### src/rtl/program_loader_pkg.sv
// Shared MIPS loader definitions: halt marker, program-memory depth and the
// loader state encoding, used by the loader and the core it feeds.
package program_loader_pkg;

  // Instruction word that ends a program download.
  localparam logic [31:0] HALT_WORD = 32'hFFFF_FFFF;

  // Number of instruction words the program memory can hold.
  localparam int PM_DEPTH = 32;

  // Width of the word counter; it must be able to represent PM_DEPTH itself.
  localparam int WORD_COUNT_W = 6;

  typedef enum logic [1:0] {
    ST_LOAD  = 2'd0,
    ST_WRITE = 2'd1,
    ST_DONE  = 2'd2
  } loader_state_e;

  // Append one received byte to the word under assembly. The first byte of a
  // word ends up in [31:24] after four shifts.
  function automatic logic [31:0] shift_in_byte(input logic [31:0] word,
                                                input logic [7:0]  data);
    return {word[23:0], data};
  endfunction

endpackage

### src/rtl/program_loader.sv
// Program loader: assembles bytes from a serial receiver into 32-bit
// instruction words, writes them into the MIPS program memory, and holds the
// CPU in reset until the program has been fully loaded.
module program_loader
  import program_loader_pkg::*;
(
  input  logic                    CLK,
  input  logic                    RESET,
  input  logic                    I_RX_VALID,
  input  logic [7:0]              I_RX_DATA,
  input  logic                    I_RELOAD,
  output logic                    O_WR_PM,
  output logic [31:0]             O_WR_DATA_PM,
  output logic [WORD_COUNT_W-1:0] O_WORD_COUNT,
  output logic                    O_CPU_RESET,
  output logic                    O_DONE,
  output logic                    O_OVERFLOW
);

  loader_state_e           state;
  logic [1:0]              byte_cnt;
  logic [31:0]             asm_word;

  logic [31:0]             asm_next;
  logic [WORD_COUNT_W-1:0] count_next;
  logic                    hit_halt;
  logic                    hit_depth;

  // Next-value helpers shared by the LOAD and WRITE branches of the FSM.
  // NOTE: every output of a combinational block gets a value on every path
  // (here unconditionally), otherwise synthesis infers a latch.
  always_comb begin
    asm_next   = shift_in_byte(asm_word, I_RX_DATA);
    count_next = O_WORD_COUNT + WORD_COUNT_W'(1);
    hit_halt   = (O_WR_DATA_PM == HALT_WORD);
    hit_depth  = (count_next == WORD_COUNT_W'(PM_DEPTH));
  end

  // Loader FSM with inline byte assembler; every output is registered.
  // NOTE: state is updated with non-blocking assignments so all registers
  // see the values from before the clock edge, independent of statement order.
  always_ff @(posedge CLK or posedge RESET) begin
    if (RESET) begin
      state        <= ST_LOAD;
      byte_cnt     <= 2'd0;
      asm_word     <= 32'd0;
      O_WR_PM      <= 1'b0;
      O_WR_DATA_PM <= 32'd0;
      O_WORD_COUNT <= '0;
      O_CPU_RESET  <= 1'b1;
      O_DONE       <= 1'b0;
      O_OVERFLOW   <= 1'b0;
    end else begin
      case (state)
        ST_LOAD: begin
          if (I_RX_VALID) begin
            asm_word <= asm_next;
            byte_cnt <= byte_cnt + 2'd1;
            // Fourth byte completes the word: publish it and strobe the write.
            if (byte_cnt == 2'd3) begin
              O_WR_DATA_PM <= asm_next;
              O_WR_PM      <= 1'b1;
              state        <= ST_WRITE;
            end
          end
        end

        ST_WRITE: begin
          // The write strobe lasts exactly this one cycle.
          O_WR_PM      <= 1'b0;
          O_WORD_COUNT <= count_next;
          // A new word cannot complete within one cycle of the last one, so a
          // byte here is only ever the first byte of the following word.
          if (I_RX_VALID) begin
            asm_word <= asm_next;
            byte_cnt <= byte_cnt + 2'd1;
          end
          if (hit_halt || hit_depth) begin
            state       <= ST_DONE;
            O_DONE      <= 1'b1;
            O_CPU_RESET <= 1'b0;
            // A halt word on the last slot is a normal end, not an overflow.
            O_OVERFLOW  <= !hit_halt;
          end else begin
            state <= ST_LOAD;
          end
        end

        ST_DONE: begin
          // Received bytes are ignored here; only a reload restarts loading.
          if (I_RELOAD) begin
            state        <= ST_LOAD;
            byte_cnt     <= 2'd0;
            asm_word     <= 32'd0;
            O_WORD_COUNT <= '0;
            O_OVERFLOW   <= 1'b0;
            O_CPU_RESET  <= 1'b1;
            O_DONE       <= 1'b0;
          end
        end

        default: begin
          state <= ST_LOAD;
        end
      endcase
    end
  end

endmodule

### config.mk
export PLATFORM = sky130hd
export DESIGN_NAME = program_loader
export DESIGN_NICKNAME = d
export VERILOG_FILES = /design/src/rtl/program_loader_pkg.sv /design/src/rtl/program_loader.sv
export SDC_FILE = /design/constraint.sdc
export NUM_CORES = 1
export LEC_CHECK = 0
export CORE_MARGIN = 4
export CORE_UTILIZATION = 49
export CTS_BUF_LIST = sky130_fd_sc_hd__clkbuf_8
export CTS_CLUSTER_SIZE = 30
export DETAILED_ROUTE_END_ITERATION = 12
export GPL_TIMING_DRIVEN = 0
export PLACE_DENSITY = 0.85
export SETUP_SLACK_MARGIN = 0.15
export SYNTH_ARGS = -nofsm -noshare
export SYNTH_HDL_FRONTEND = slang
export SYNTH_SLANG_ARGS = --single-unit
export TNS_END_PERCENT = 20
### constraint.sdc
create_clock -name CLK -period 2.1 [get_ports CLK]
set_input_delay 0.42 -clock CLK [delete_from_list [all_inputs] [get_ports CLK]]
set_output_delay 0.42 -clock CLK [all_outputs]
set_load 0.005 [all_outputs]
Word-level counts from Yosys, hierarchy flattened

Index checks and enable logic that the tools add are counted.

Register bits: 70
Input port bits: 12
Output and inout bits: 42
Word-level logic and storage cells: 57

Add/subtract/negate cells: 2
Equality and inequality tests: 10
Muxes and demuxes: 23
Reduce and logical (&&, ||, !) cells: 13

Operators with widths:

| operator                                            | count |
|---|---|
| 2-to-1 mux 24 bit                                   | 2 |
| case mux 24 bit (2 select lines)                    | 1 |
| equality test 32 bit, second input constant         | 1 |
| AND reduction 3 bit                                 | 5 |
| case mux 6 bit (2 select lines)                     | 1 |
| 2-to-1 mux 2 bit                                    | 5 |
| != test 2 bit, second input constant                | 4 |
| case mux 1 bit (2 select lines)                     | 4 |
| 2-to-1 mux 1 bit                                    | 7 |
| adder 6 x 1 -> 6 bit, second input constant         | 1 |
| equality test 6 bit, second input constant          | 1 |
| 2-to-1 mux 6 bit                                    | 1 |
| case mux 2 bit (3 select lines)                     | 1 |
| nonzero test 2 bit                                  | 3 |
| equality test 2 bit, second input constant          | 2 |
| case mux 2 bit (2 select lines)                     | 1 |
| adder 2 x 1 -> 2 bit, second input constant         | 1 |
| equality test 2 x 1 -> 1 bit, second input constant | 1 |
| logical NOT 2 bit                                   | 1 |
| != test 2 x 1 -> 1 bit, second input constant       | 1 |
| AND reduction 2 bit                                 | 1 |
| OR reduction 2 bit                                  | 1 |
| logical NOT 1 bit                                   | 1 |
| logical OR 1 bit                                    | 1 |

Depth between registers and ports, before layout

Word-level depth: 5
Depth in mapped cells: 6
Mapped depth without buffers: 4

Least setup slack after synthesis

Ideal clock, no wire load.

Kind: input to register
From: input I_RX_VALID
To: register O_WR_DATA_PM[10]
Setup time: 125 ps
Arrival time: 1336 ps
Data required time: 1975 ps
Slack: 639 ps
Stages on the path: 6
Buffers on the path: 2
Cells stage by stage: nor2b_2 buf_6 nand2_4 nor2_8 buf_12 mux2_4

Longest elaborated chain between the ends: 1

RTL lines:

| what                          | line                 | text |
|---|---|---|
| start: declaration            | program_loader.sv:9  | `input logic I_RX_VALID,` |
| AND reduction 3 bit (no line) | n/a                  |  |
| end signal: assignment        | program_loader.sv:61 | `O_WR_DATA_PM <= asm_next;` |
| end: declaration              | program_loader.sv:13 | `output logic [31:0] O_WR_DATA_PM,` |

Every way passes these cells.
A chain may end at the register's enable or synchronous reset.

Final worst setup path

From: register O_CPU_RESET
To: output O_CPU_RESET

RTL lines:

| what                     | line                 | text |
|---|---|---|
| start: declaration       | program_loader.sv:15 | `output logic O_CPU_RESET,` |
| start signal: assignment | program_loader.sv:50 | `O_CPU_RESET <= 1'b1;` |
| start signal: assignment | program_loader.sv:81 | `O_CPU_RESET <= 1'b0;` |
| start signal: assignment | program_loader.sv:97 | `O_CPU_RESET <= 1'b1;` |

No word-level cell between the ends.

==> results.tsv <==
stage	metric	value	unit
cts	h-tree-depth	3	
worst_setup_path	crit_path_start_kind	flop	
worst_setup_path	r2r_slack	510	ps
cts	clockBufferDepth	2	
worst_setup_path	critPathRequiredTime	1680	ps
power	switching_power	1.39	mW
synth	netlist_area	3030	um2
global_routing	first_global_vias	2245	
finish	area_growth	28.0	%
sta	fin_ws	307	ps
power	p_clk_frac	0.228	
power	p_leak	1.75	nW
floorplanning	core_area	5960	um2
sta	fin_hold_ws	499	ps
finish	stdcell_area	3880	um2
cts	holdBufCountCts	0	
synth	ys_seq_area_frac	0.578	
sta	max_slew_margin	0.446	
finish	final_common_cell	dfrtp_1	
worst_setup_path	r2r-start	state[1]	
detailed_routing	first_iter_violations	237	
cts	cts_made_buffers	9	
synth	synth_top_area_cell	dfrtp_1	
finish	drive_gt1_frac	0.180	
synth	yosysUniqueCellTypes	34	
cts	clk_latency	350	ps
cts	cts_root_buf	clkbuf_8	
floorplanning	pin_count	54	
status	status	complete, no violations	
synth	synthCells	253	
finish	diodes	0	
cts	cts_sinks	70	
placement	gp_congestion	0.810	
worst_setup_path	endpoint	O_CPU_RESET	
synth	avgSynthCellArea	12.0	um2
synth	synth_nets	267	
worst_setup_path	path_delay_family	flip-flops	
worst_setup_path	crit_arrival	1370	ps
power	p_sw_frac	0.286	
worst_setup_path	path_max_fanout	2	
detailed_routing	route.detailed.drc	0	
placement	hpwl	4800	um
floorplanning	placementRows	28	
global_routing	antenna_found_initial	0	
power	power_frac_comb	0.327	
finish	fillers	473	
sta	fin_crit	1790	ps
worst_setup_path	cp_slowest_stage_delay	530	ps
cts	cts_tree	built	
worst_setup_path	reg2reg_to	O_WR_DATA_PM[16]	
synth	async_flop_share	1.00	
detailed_routing	vias_per_cell	5.52	
global_routing	gr-total-overflow	0	
sta	report.final.slew_viol_count	0	
worst_setup_path	cp.depth	1	
worst_setup_path	startpoint	O_CPU_RESET	
detailed_routing	post_drt_wl_per_cell	17.5	um
global_routing	grt_use_total	0.206	
worst_setup_path	criticalPathCategory	flop to output pin	
sta	fin_crit_sh	0.854	
placement	dp_slack	20.0	ps
worst_setup_path	path_cells	clkdlybuf4s50_1	
detailed_routing	drtPass1Iterations	4	
sta	hold_violations	0	
finish	layout_common_cells	dfrtp_1 (69), nand2_1 (59), clkdlybuf4s50_1 (53)	
synth	ys_top_cells_by_area	dfrtp_1 (57%), mux2_4 (14%), nand2_1 (7.3%)	
sta	rsz0062_at_grt	no	
worst_setup_path	crit_path_end_kind	output pin	
power	max-vdd-ir-drop	796	uV
synth	synth-edff-count	0	
synth	synth_ff_type	dfrtp_1	
floorplanning	initial_utilization	0.509	
detailed_routing	wl	6950	um
detailed_routing	vias	2198	
worst_setup_path	cp_slowest_cell	dfstp_2	
cts	post_cts_buffers	0	
detailed_routing	ant_nets	0	
floorplanning	fp.dieArea	7510	um2
job	drv_cap	0	
synth	synth_top_area_share	0.570	
min_path	holdCritPathClass	flop to flop	
global_routing	grt_pass1_wl	11600	um
finish	final_cells	398	
sta	worst_slew_pin_slew	829	ps
cts	cts_resized	0	
floorplanning	fp.dieH	86.6	um
global_routing	grt_max_degree	40	
placement	port_buffers	53	
worst_setup_path	worstRegToRegCells	6	
sta	finClkSkew	9.96	ps
power	p_seq_frac	0.445	
worst_setup_path	cp_num_buf_inv	1	
placement	place_inst	382	
power	cellInternalPower	3.47	mW
floorplanning	die_x	86.6	um
sta	setup_tns	0	ps
sta	setup_viol	0	
sta	clock.fmax	558	MHz
cts	cts.clk_slew.worst_paths	70	ps
power	powerDensity	1250	nW/um2
synth	ys_warn_count	0	
synth	ys_ff_latch	70	
finish	layout.nets	332	
placement	placed_area	3680	um2
[routing by layer]
metal	GRT usage	share of wire	up-vias
met5	0	0	-
met1	0.263	0.42	1102
met4	0.0907	0.020	0
li1	-	-	1003
met2	0.332	0.51	81
met3	0.0504	0.051	12
[flip-flops by register name (all words and copies together) (netlist names)]
signal        cells
O_WR_PM           1
byte_cnt          2
O_CPU_RESET       1
state             2
O_WORD_COUNT      6
O_WR_DATA_PM     32
asm_word         24
O_OVERFLOW        1
O_DONE            1
[logic make-up after synthesis]
family	synth area share
AOI/OAI and AO/OA	0.0751
and+or+nand+nor	0.142
muxes	0.155
buffers and inverters	0.0417
adders and majority gates	0.00826
DFF	0.578
[power groups by stage]
| stage | Sequential (mW) | Clock [mW] | Combinational (mW) |
|---|---|---|---|
| after floorplan | 2.11 | 0 | 0.733 |
| after global placement | 2.15 | 0 | 1.55 |
| after detailed placement | 2.17 | 0 | 1.61 |
| after CTS | 2.15 | 1.12 | 1.61 |
| after global routing | 2.22 | 1.18 | 1.71 |
| final | 2.16 | 1.11 | 1.59 |
[Yosys cell counts, types with 2 or more instances]
library cell,number
a31oi_1,2
buf_12,3
buf_2,2
buf_4,2
clkbuf_1,6
dfrtp_1,69
ha_1,2
inv_1,2
mux2_1,3
mux2_4,29
nand2_1,59
nand3_1,4
nand4_1,12
nor2_1,5
o21ai_0,10
o21ai_1,25
[area by class of cell]
cell class / count / area, um2 / share of cell area
buffer: 14 / 119 / 0.0306
clock buffer: 11 / 151 / 0.0390
clock inverter: 5 / 48.8 / 0.0126
inverter: 2 / 11.3 / 0.00290
multi-input combinational: 167 / 1150 / 0.297
sequential: 70 / 1750 / 0.452
tap: 75 / 93.8 / 0.0242
timing repair buffer: 54 / 551 / 0.142
[worst min path at each step]
stage,from,slack (ps),to,cells after the start
after floorplan,byte_cnt[0],460,byte_cnt[0],1
after global placement,asm_word[21],470,O_WR_DATA_PM[29],1
after detailed placement,asm_word[21],490,O_WR_DATA_PM[29],1
after CTS,asm_word[21],500,O_WR_DATA_PM[29],1
after global routing,asm_word[22],520,O_WR_DATA_PM[30],1
final,asm_word[21],500,O_WR_DATA_PM[29],1
[through the flow]
step / power (mW) / utilization
5_1_grt: 5.10 / 0.651
3_5_place_dp: 3.77 / 0.618
4_1_cts: 4.88 / 0.651
6_report: 4.86 / 0.651
2_1_floorplan: 2.84 / -
3_3_place_gp: 3.70 / 0.614
Note: power is estimated with default switching activity, not from simulation.
